<file path="src/rtl/seg_digit_scanner.sv">
// Scan driver for a 4-digit 7-segment display: walks the anode decoder one slot at a time,
// applies PWM brightness and blanking, and swaps double-buffered contents only at frame wrap.
module seg_digit_scanner #(
    parameter int unsigned PRESCALE = 100000,
    parameter int unsigned PWM_BITS = 3
) (
    input  logic                clk,
    input  logic                rst_n,
    input  logic [15:0]         digits_in,
    input  logic [3:0]          blank_in,
    input  logic [PWM_BITS-1:0] bright_in,
    input  logic                upd_req,
    output logic                upd_ack,
    output logic                sel_a,
    output logic                sel_b,
    output logic                sel_en,
    output logic [3:0]          digit_val,
    output logic                frame_start
);

    localparam int unsigned CNT_W = $clog2(PRESCALE);
    localparam logic [CNT_W-1:0] PRESC_LAST = CNT_W'(PRESCALE - 1);

    logic [CNT_W-1:0]    presc_q;
    logic [1:0]          slot_q;
    logic [PWM_BITS-1:0] pwm_q;
    logic [15:0]         act_digits_q;
    logic [3:0]          act_blank_q;
    logic [PWM_BITS-1:0] act_bright_q;

    logic       tick;
    logic       wrap;
    logic       lit;
    logic [3:0] slot_digit;

    always_comb begin
        tick       = (presc_q == PRESC_LAST);
        wrap       = tick && (slot_q == 2'd3);
        slot_digit = act_digits_q[{slot_q, 2'b00} +: 4];
        lit        = !act_blank_q[slot_q] && (pwm_q < act_bright_q);
    end

    always_ff @(posedge clk or negedge rst_n) begin
        if (!rst_n) begin
            presc_q <= '0;
            slot_q  <= '0;
            pwm_q   <= '0;
        end else begin
            presc_q <= tick ? '0 : presc_q + CNT_W'(1);
            if (tick) begin
                slot_q <= slot_q + 2'd1;
            end
            pwm_q <= pwm_q + PWM_BITS'(1);
        end
    end

    // Staged inputs land in the active set only on the frame wrap, so a frame is never torn.
    always_ff @(posedge clk or negedge rst_n) begin
        if (!rst_n) begin
            act_digits_q <= '0;
            act_blank_q  <= 4'hF;
            act_bright_q <= '0;
        end else if (wrap && upd_req) begin
            act_digits_q <= digits_in;
            act_blank_q  <= blank_in;
            act_bright_q <= bright_in;
        end
    end

    always_ff @(posedge clk or negedge rst_n) begin
        if (!rst_n) begin
            sel_a       <= 1'b0;
            sel_b       <= 1'b0;
            sel_en      <= 1'b0;
            digit_val   <= '0;
            frame_start <= 1'b0;
            upd_ack     <= 1'b0;
        end else begin
            sel_a       <= slot_q[1];
            sel_b       <= slot_q[0];
            sel_en      <= lit;
            digit_val   <= slot_digit;
            frame_start <= wrap;
            upd_ack     <= wrap && upd_req;
        end
    end

endmodule

</file>
<file path="config.mk">
export PLATFORM = sky130hd
export DESIGN_NAME = seg_digit_scanner
export DESIGN_NICKNAME = d
export VERILOG_FILES = /design/src/rtl/seg_digit_scanner.sv
export SDC_FILE = /design/constraint.sdc
export NUM_CORES = 1
export LEC_CHECK = 0
export ABC_AREA = 1
export BUFFER_PORTS_ARGS = -buffer_cell sky130_fd_sc_hd__buf_4
export CAP_MARGIN = 30
export CORE_MARGIN = 2
export CORE_UTILIZATION = 52
export DETAILED_ROUTE_END_ITERATION = 6
export PLACE_DENSITY = 0.74
export SLEW_MARGIN = 0
export SYNTH_ARGS = -nofsm -noshare
export SYNTH_HDL_FRONTEND = slang
export SYNTH_SLANG_ARGS = --single-unit
</file>
<file path="constraint.sdc">
create_clock -name clk -period 2.4 [get_ports clk]
set_clock_uncertainty 0.15 [all_clocks]
set_input_delay 0.24 -clock clk [delete_from_list [all_inputs] [get_ports clk]]
set_output_delay 0.24 -clock clk [all_outputs]
set_load 0.02 [all_outputs]
</file>
==> results.yml, run 1 <==
sta:
  finalMaxSlewViolations: 0
  rsz0062_at_grt: "false"
  hold_viol_final: 0
  setup_violations: 0
  fin_crit_ns: 1.873
  worstMarginPinSlew_ns: 0.6739
  fin_setup_tns_ns: 0
  max_freq_mhz: 534.0
  relSlewSlack_pct: 55.07
  fin_crit_sh_pct: 78.03
final_layout:
  area_growth_pct: 15.11
  fillers: 425
  drive_gt1_share_pct: 20.72
  n_antenna_cell: 0
  final_core_util_pct: 62.93
  final_nets: 363
die:
  dieHeight_um: 74.93
  core_region_area_sq_um: 4786
  floorplan.initialDensity_pct: 54.67
  io_pins: 35
  die-width_um: 74.93
  rows: 25
  die-area_sq_um: 5615
logic_synthesis:
  syn-num-nets: 330
  avgSynthCellArea_sq_um: 8.750
  synth_area_sq_um: 2616
  netlist_instances: 299
  ys_types: 27
  synth_top_area_share_pct: 47.82
  synth-seq-cells: 54
  yosys.area.top_type: "dfrtp_1"
  synth_warnings: 0
  yosysSeqAreaShare_pct: 51.84
  ys_top_cells_by_area: "dfrtp_1 48%, nand2_1 11%, nand4_1 6.9%, nor2_1 4.9%, dfstp_2 4.0%"
routing:
  firstDrtPassIters: 4
  drt_iter0_drc: 141
  drc_errors: 0
  wirelength_um: 5365
  wl_per_cell_um: 13.41
  viasPerCell: 5.135
  num_vias: 2054
  final_antenna_net_count: 0
global_routing:
  use_met2_pct: 31.87
  grt_overflow: 0
  met1_usage_pct: 29.23
  met3_usage_pct: 3.748
  grt_pass1_wl_um: 8742
  grt.total_usage_pct: 20.75
  busiest_layer: "met2"
  antenna_found_initial: 0
  grt_max_degree: 55
  first_global_vias: 1921
pwr:
  p_seq_share_pct: 56.8
  comb_power_share_pct: 3.5
  internal_power_w: 0.001253
  ir_drop_mv: 0.3428
  clkPwrFrac_pct: 39.7
  power_switching_share_pct: 21.77
  p_leak_nw: 1.543
  power.density_nw_per_um2: 531.8
  p_switching_w: 0.0003487
clock_network:
  cts_resized: 0
  clockRootBuffer: "clkbuf_8"
  clk_pin_slew_ns: 0.11
  clk_path_buf_depth: 2
  cts_buffers: 5
  cts.sinks: 54
  cts_tree: "done"
  hold_buffers: 1
  insertion_delay_ns: 0.31
  cts.htree.levels: 2
  cts_setup_buffers: 0
worst_setup_path:
  crit_type: "flop to flop"
  end_kind: "flop"
  path_max_fanout: 20
  rrSetupSlack_ns: 0.53
  cp.required_ns: 2.51
  worstPathArrival_ns: 1.99
  worstSetupStartpointType: "flop"
placement:
  numPortBuffers: 34
  gp_congestion: 0.9405
  dpl.hpwl_um: 3748
run:
  maxCapViolations: 0
status:
  outcome: "finished, final reports clean"
worst_hold_path:
  worstHoldPathType: "primary input to flop"
==> kinds of logic after synthesis <==
group,Yosys count,share of synthesized area [%]
and+or+nand+nor,165,30.13
DFF,54,51.84
buffers and inverters,45,8.273
AOI/OAI and AO/OA,20,4.017
xor gates and xnor gates,10,3.348
adders and majority gates,5,2.391
==> sequential cells by signal, indices dropped and copies added (netlist names) <==
| name | count |
|---|---|
| digit_val | 4 |
| sel_b | 1 |
| presc_q | 17 |
| act_blank_q | 4 |
| pwm_q | 3 |
| frame_start | 1 |
| upd_ack | 1 |
| act_bright_q | 3 |
| sel_a | 1 |
| slot_q | 2 |
| sel_en | 1 |
| act_digits_q | 16 |
==> layout make-up <==
class                      count  area, sq um  area share (%)
clock buffer                   5        68.82           2.285
clock inverter                 3        47.55           1.579
inverter                      33        123.9           4.113
multi-input combinational    200         1044           34.65
sequential                    54         1356           45.04
tap                           67        83.83           2.784
timing repair buffer          38        287.8           9.555
==> worst max-delay path, stage by stage (launching register included) <==
cell and delay [ns]:
dfrtp_1 0.38, ha_1 0.19, nand2_2 0.08, nor2_4 0.15, nand3_2 0.11, nor2_4 0.25, buf_4 0.30, nand4_1 0.12
nand2_1 0.09
==> layer usage <==
layer / up-vias / wire length, um
met1: 972 / 2584
met4: 0 / 119
li1: 1034 / -
met3: 9 / 158
met5: - / 0
met2: 39 / 2503
==> cells in the mapped netlist <==
cell	number
buf_4	1
xor2_1	10
o22ai_1	4
ha_1	5
buf_6	5
nand3_2	1
nor2_1	34
clkbuf_1	1
nand2_1	74
buf_2	5
nand3b_1	2
dfrtp_1	50
nor3b_1	2
o21ai_0	12
nor2_4	3
inv_2	7
nor2_2	5
inv_1	25
nor4_1	1
nor3_1	4
nand4_1	29
nand4_4	1
nand2_2	3
dfstp_2	4
clkinv_1	1
nand3_1	6
a21oi_1	4
==> power groups by stage <==
stage	Sequential (W)	Clock (W)	Combinational, W
floorplan	0.000927	0	0.00000475
global placement	0.000927	0	0.0000573
detailed placement	0.000927	0	0.0000569
CTS	0.000910	0.000647	0.0000586
global route	0.000910	0.000681	0.0000625
finish	0.000910	0.000636	0.0000566
==> metrics by stage <==
stage	setup WS [ns]	hold slack (ns)	std cells	instance area, sq um	power (W)
4_1_cts	0.5193	0.005307	400	3012	0.001615
3_3_place_gp	0.5744	0.1770	391	2885	0.0009844
3_5_place_dp	0.5341	0.1784	391	2885	0.0009840
2_1_floorplan	0.8539	-0.2056	299	2616	0.0009322
5_1_grt	0.3718	0.008841	400	3012	0.001653
6_report	0.5272	0.006989	400	3012	0.001602
==> worst paths after layout <==
check / startpoint / endpoint / cells after the start
min in group asynchronous: rst_n / pwm_q[0] / 2
max in group asynchronous: rst_n / presc_q[3] / 2
worst min-delay path: blank_in[1] / act_blank_q[1] / 3
worst min register to register: pwm_q[0] / pwm_q[0] / 1
worst max register to register: presc_q[0] / act_blank_q[2] / 8
worst max-delay path: presc_q[0] / act_blank_q[2] / 8
==> placed cells by master (no fill, tap or decap), types with 5 or more instances in the layout <==
cell type	instances
nand4_1	29
dfrtp_1	50
nand3_1	6
o21ai_0	12
ha_1	5
nor2_1	34
buf_4	37
inv_2	7
nor2_2	5
inv_1	25
nand2_1	74
xor2_1	10
clkbuf_8	5
(Power assumes the default switching activity.)
==> inputs of run 2 (changes only) <==
Clock period 2.4 ns to 1.85 ns, I/O delays scaled along.
==> results.yml, run 2 (synthesis results as in run 1) <==
clock_network:
  cts.sinks: 54
  clockRootBuffer: "clkbuf_8"
  cts.htree.levels: 2
  clk_path_buf_depth: 2
  cts_setup_buffers: 0
  cts_buffers: 5
  clk_pin_slew_ns: 0.10
  insertion_delay_ns: 0.31
  cts_tree: "done"
worst_setup_path:
  cp.required_ns: 1.91
  critPathMaxStageDelay_ns: 0.38
  r2r_end: "act_digits_q[7]"
  rr_startpoint: "presc_q[0]"
  path_buf_inv: 1
  end_kind: "flop"
  path_cells: "ha_1, nand2_2, nor2_4, inv_2, nor2_4, nand4_2, nand2_1, nand2_1"
  crit_type: "flop to flop"
  path_max_fanout: 6
  worstPathArrival_ns: 1.80
  rrSetupSlack_ns: 0.11
  startpoint: "presc_q[0]"
  worstSetupStartpointType: "flop"
  cp_slowest_cell: "dfrtp_1"
  path_delay_family: "simple AND/OR/NAND/NOR gates"
  reg2reg_depth: 8
routing:
  viasPerCell: 5.176
  num_vias: 2210
  wirelength_um: 5785
  drt_iter0_drc: 151
  wl_per_cell_um: 13.55
  firstDrtPassIters: 5
  final_antenna_net_count: 0
  drc_errors: 0
worst_hold_path:
  hold_end: "act_digits_q[11]"
  worstHoldPathType: "primary input to flop"
  min_path_cells: 3
  hold_start: "digits_in[11]"
sta:
  fin_crit_sh_pct: 94.23
  holdWs_ns: -0.004272
  worstMarginPinSlew_ns: 0.6728
  finalMaxSlewViolations: 0
  fin_crit_ns: 1.743
  hold_viol_final: 1
  max_freq_mhz: 573.6
  setup_violations: 0
  fin_setup_tns_ns: 0
  relSlewSlack_pct: 55.15
die:
  dieHeight_um: 74.93
  io_pins: 35
  floorplan.initialDensity_pct: 54.67
  die-area_sq_um: 5615
  die-width_um: 74.93
  core_region_area_sq_um: 4786
  rows: 25
final_layout:
  top_regs: "presc_q: 17 flops, act_digits_q: 16 flops"
  mostFrequentLayoutCell: "nand2_1"
  final_nets: 390
  largest_reg_flops: 17
  area_growth_pct: 25.49
  fin_cells: 427
  n_antenna_cell: 0
  final_cell_mix: "74 x nand2_1, 50 x dfrtp_1, 39 x buf_4"
  fillers: 399
  regMostFlops: "presc_q"
  drive_gt1_share_pct: 20.56
placement:
  place_inst: 394
  numPortBuffers: 34
  dpl.hpwl_um: 3781
  gp_congestion: 0.8900
pwr:
  power.density_nw_per_um2: 598.7
  ir_drop_mv: 0.4031
  p_leak_nw: 1.659
global_routing:
  antenna_found_initial: 0
  grt_pass1_wl_um: 9280
  grt_max_degree: 55
  grt_overflow: 0
  grt.total_usage_pct: 22.11
  first_global_vias: 2033
run:
  maxCapViolations: 0
status:
  outcome: "complete, but fails checks"
  violations: "negative hold slack"
[run 2: changes by cell type in the layout (fill, tap and decap cells not counted), sizes merged]
cell         change
buf              +3
clkinvlp         +1
nand4            +2
bufinv           -1
dlygate4sd3     +22
[run 2: routing by layer]
metal / up-vias / GRT usage (%) / wire, um
met4: 0 / 7.937 / 82
met2: 62 / 35.38 / 2864
met5: - / 0 / 0
met1: 1037 / 29.73 / 2558
li1: 1101 / - / -
met3: 10 / 4.953 / 279
[run 2: what timing repair did]
item,in CTS,in global routing
hold buffers,23,0
resized for setup,0,2
endpoints found under the setup margin,0,22
hold endpoints to repair,72,0
[run 2: layout make-up]
cell class,count,area (sq um),share of cell area (%)
Inverter,33,123.9,3.773
Clock buffer,5,68.82,2.096
Multi-Input combinational cell,202,1082,32.96
Sequential cell,54,1356,41.31
Clock inverter,3,25.02,0.7622
Tap cell,67,83.83,2.553
Timing Repair Buffer,63,543.0,16.54
[run 2: power breakdown]
part / internal (W) / switching (W) / total (W) / leakage [nW]
logic: 0.0000649 / 0.0000483 / 0.000113 / 0.892
registers: 0.00118 / 0 / 0.00118 / 0.722
clock network: 0.000274 / 0.000399 / 0.000673 / 0.0447
total: 0.00152 / 0.000447 / 0.00197 / 1.66
[run 2: worst min-delay path, stage by stage]
cell     delay [ns]
buf_4          0.08
nand4_1        0.09
nand2_1        0.08
[run 2: worst max-delay path by stage]
stage	to	slack [ns]	depth (start not counted)
after floorplan	act_digits_q[0]	0.30	9
after global placement	act_digits_q[15]	0.12	8
after detailed placement	act_digits_q[1]	0.04	8
after CTS	act_digits_q[9]	0.03	8
after global routing	act_digits_q[8]	-0.004	8
final	act_digits_q[7]	0.11	8
[run 2: stage by stage]
stage	worst slack (ns)	instance area (sq um)	util, %	hold slack [ns]	total power [W]
final	0.1067	3283	68.60	-0.004272	0.001966
after global placement	0.1153	2920	61.02	0.1193	0.001276
after CTS	0.03012	3244	67.79	0.005782	0.001984
after floorplan	0.3039	2616	-	-0.2606	0.001209
after detailed placement	0.03904	2920	61.02	0.1243	0.001276
after global routing	-0.003856	3283	68.60	-0.007578	0.002054
==> inputs of run 3 (changes only) <==
Settings changed: PLACE_DENSITY 0.74 to unset, PLACE_DENSITY_LB_ADDON set to 0.3.
==> results.yml, run 3 (synthesis results as in run 1) <==
status:
  outcome: "finished, final reports clean"
sta:
  max_freq_mhz: 561.0
  worstMarginPinSlew_ns: 0.6645
  worst_slack_ns: 0.06758
  relSlewSlack_pct: 55.70
  rsz0062_at_grt: "true"
  hold_viol_final: 0
  fin_setup_tns_ns: 0
  setup_violations: 0
  fin_crit_ns: 1.782
  holdWs_ns: 0.003319
  fin_crit_sh_pct: 96.35
  finalMaxSlewViolations: 0
worst_setup_path:
  r2r_end: "act_blank_q[2]"
  critPathMaxStageDelay_ns: 0.39
  crit_path_frequent_cell: "nor2_4"
  cp.required_ns: 1.95
  worstSetupStartpointType: "flop"
  reg2reg_depth: 8
  path_max_fanout: 8
  rrSetupSlack_ns: 0.07
  path_cells: "ha_2, nand2_2, nor2_4, nand3_2, nor2_4, buf_4, nand4_1, nand2_1"
  cp_slowest_cell: "dfrtp_1"
  crit_type: "flop to flop"
  rr_startpoint: "presc_q[0]"
  worstPathArrival_ns: 1.89
  end_kind: "flop"
clock_network:
  clk_path_buf_depth: 2
  clockRootBuffer: "clkbuf_8"
  cts_buffers: 5
  cts.htree.levels: 2
  cts_tree: "done"
  cts.sinks: 54
  insertion_delay_ns: 0.32
  clk_pin_slew_ns: 0.10
final_layout:
  drive_gt1_share_pct: 21.43
  area_growth_pct: 27.40
  top_regs: "presc_q: 17 flops, act_digits_q: 16 flops"
  mostFrequentLayoutCell: "nand2_1"
  final_nets: 394
  finalInstanceArea_sq_um: 3333
  largest_reg_flops: 17
  n_antenna_cell: 0
  final_cell_mix: "74 x nand2_1, 50 x dfrtp_1, 43 x buf_4"
  regMostFlops: "presc_q"
pwr:
  p_seq_share_pct: 56.4
  p_switching_w: 0.0004413
  power.density_nw_per_um2: 627.9
  power.total_w: 0.002093
  internal_power_w: 0.001652
  comb_power_share_pct: 5.4
  ir_drop_mv: 0.4178
  clkPwrFrac_pct: 38.2
  p_leak_nw: 1.690
  power_switching_share_pct: 21.09
worst_hold_path:
  worstHoldPathType: "primary input to flop"
  hold_start: "digits_in[12]"
  hold_end: "act_digits_q[12]"
  min_path_cells: 3
routing:
  num_vias: 2236
  drc_errors: 0
  wirelength_um: 6008
  final_antenna_net_count: 0
  wl_per_cell_um: 13.94
  firstDrtPassIters: 4
  viasPerCell: 5.188
  drt_iter0_drc: 144
placement:
  dpl.hpwl_um: 3729
  place_ws_ns: 0.03996
  numPortBuffers: 34
  place_area_sq_um: 2928
  gp_congestion: 0.9067
global_routing:
  grt.total_usage_pct: 23.12
  grt_overflow: 0
  grt_pass1_wl_um: 9735
  antenna_found_initial: 0
  first_global_vias: 2070
  grt_max_degree: 55
die:
  die-area_sq_um: 5615
  rows: 25
  die-width_um: 74.93
  floorplan.initialDensity_pct: 54.67
  io_pins: 35
  dieHeight_um: 74.93
  core_region_area_sq_um: 4786
run:
  maxCapViolations: 0
-- run 3: cell type report --
type / instances / area (sq um)
sequential: 54 / 1356
timing repair buffer: 67 / 573.1
clock inverter: 2 / 38.79
tap: 67 / 83.83
inverter: 33 / 123.9
clock buffer: 6 / 72.57
fill: 374 / 1453
multi-input combinational: 202 / 1085
-- run 3: worst max-delay path: cells and delay by family (launching register included) --
family                     cells  cell delay (ns)
adders and majority gates      1             0.20
buffers and inverters          1             0.19
DFF                            1             0.39
and+or+nand+nor                6             0.78
-- run 3: repair_timing --
action / 4_1_cts / 5_1_grt
gates resized for setup: 0 / 3
hold buffers: 23 / 0
setup buffers: 0 / 3
endpoints found under the hold margin: 72 / 0
endpoints found under the setup margin: 0 / 24
-- run 3: per-layer routing --
| metal | vias to the layer above | global-route usage (%) | share of wire, % | wire, um |
|---|---|---|---|---|
| met5 | - | 0 | 0 | 0 |
| met4 | 0 | 7.540 | 1.5 | 89 |
| met3 | 8 | 4.819 | 5.7 | 345 |
| met2 | 58 | 35.28 | 47 | 2809 |
| met1 | 1065 | 33.22 | 46 | 2764 |
| li1 | 1105 | - | - | - |
-- run 3: worst max-delay path by stage --
stage          startpoint                to  slack, ns  cells past startpoint
3_3_place_gp   presc_q[0]  act_digits_q[12]       0.09                      8
3_5_place_dp   presc_q[0]   act_digits_q[1]       0.04                      8
5_1_grt        presc_q[0]    act_blank_q[2]      -0.02                      8
4_1_cts        presc_q[0]    act_blank_q[2]       0.02                      8
6_report       presc_q[0]    act_blank_q[2]       0.07                      8
2_1_floorplan  presc_q[0]   act_digits_q[0]       0.30                      9
-- run 3: power groups by stage --
stage	logic, W	registers (W)	clock network [W]
2_1_floorplan	0.00000616	0.00120	0
3_3_place_gp	0.0000721	0.00120	0
3_5_place_dp	0.0000722	0.00120	0
4_1_cts	0.000111	0.00118	0.000806
5_1_grt	0.000124	0.00118	0.000858
6_report	0.000114	0.00118	0.000799
-- run 3: metrics by stage --
step | utilization, % | std cells
floorplan | - | 299
global placement | 61.18 | 395
detailed placement | 61.18 | 395
CTS | 68.31 | 426
global route | 69.65 | 431
finish | 69.65 | 431
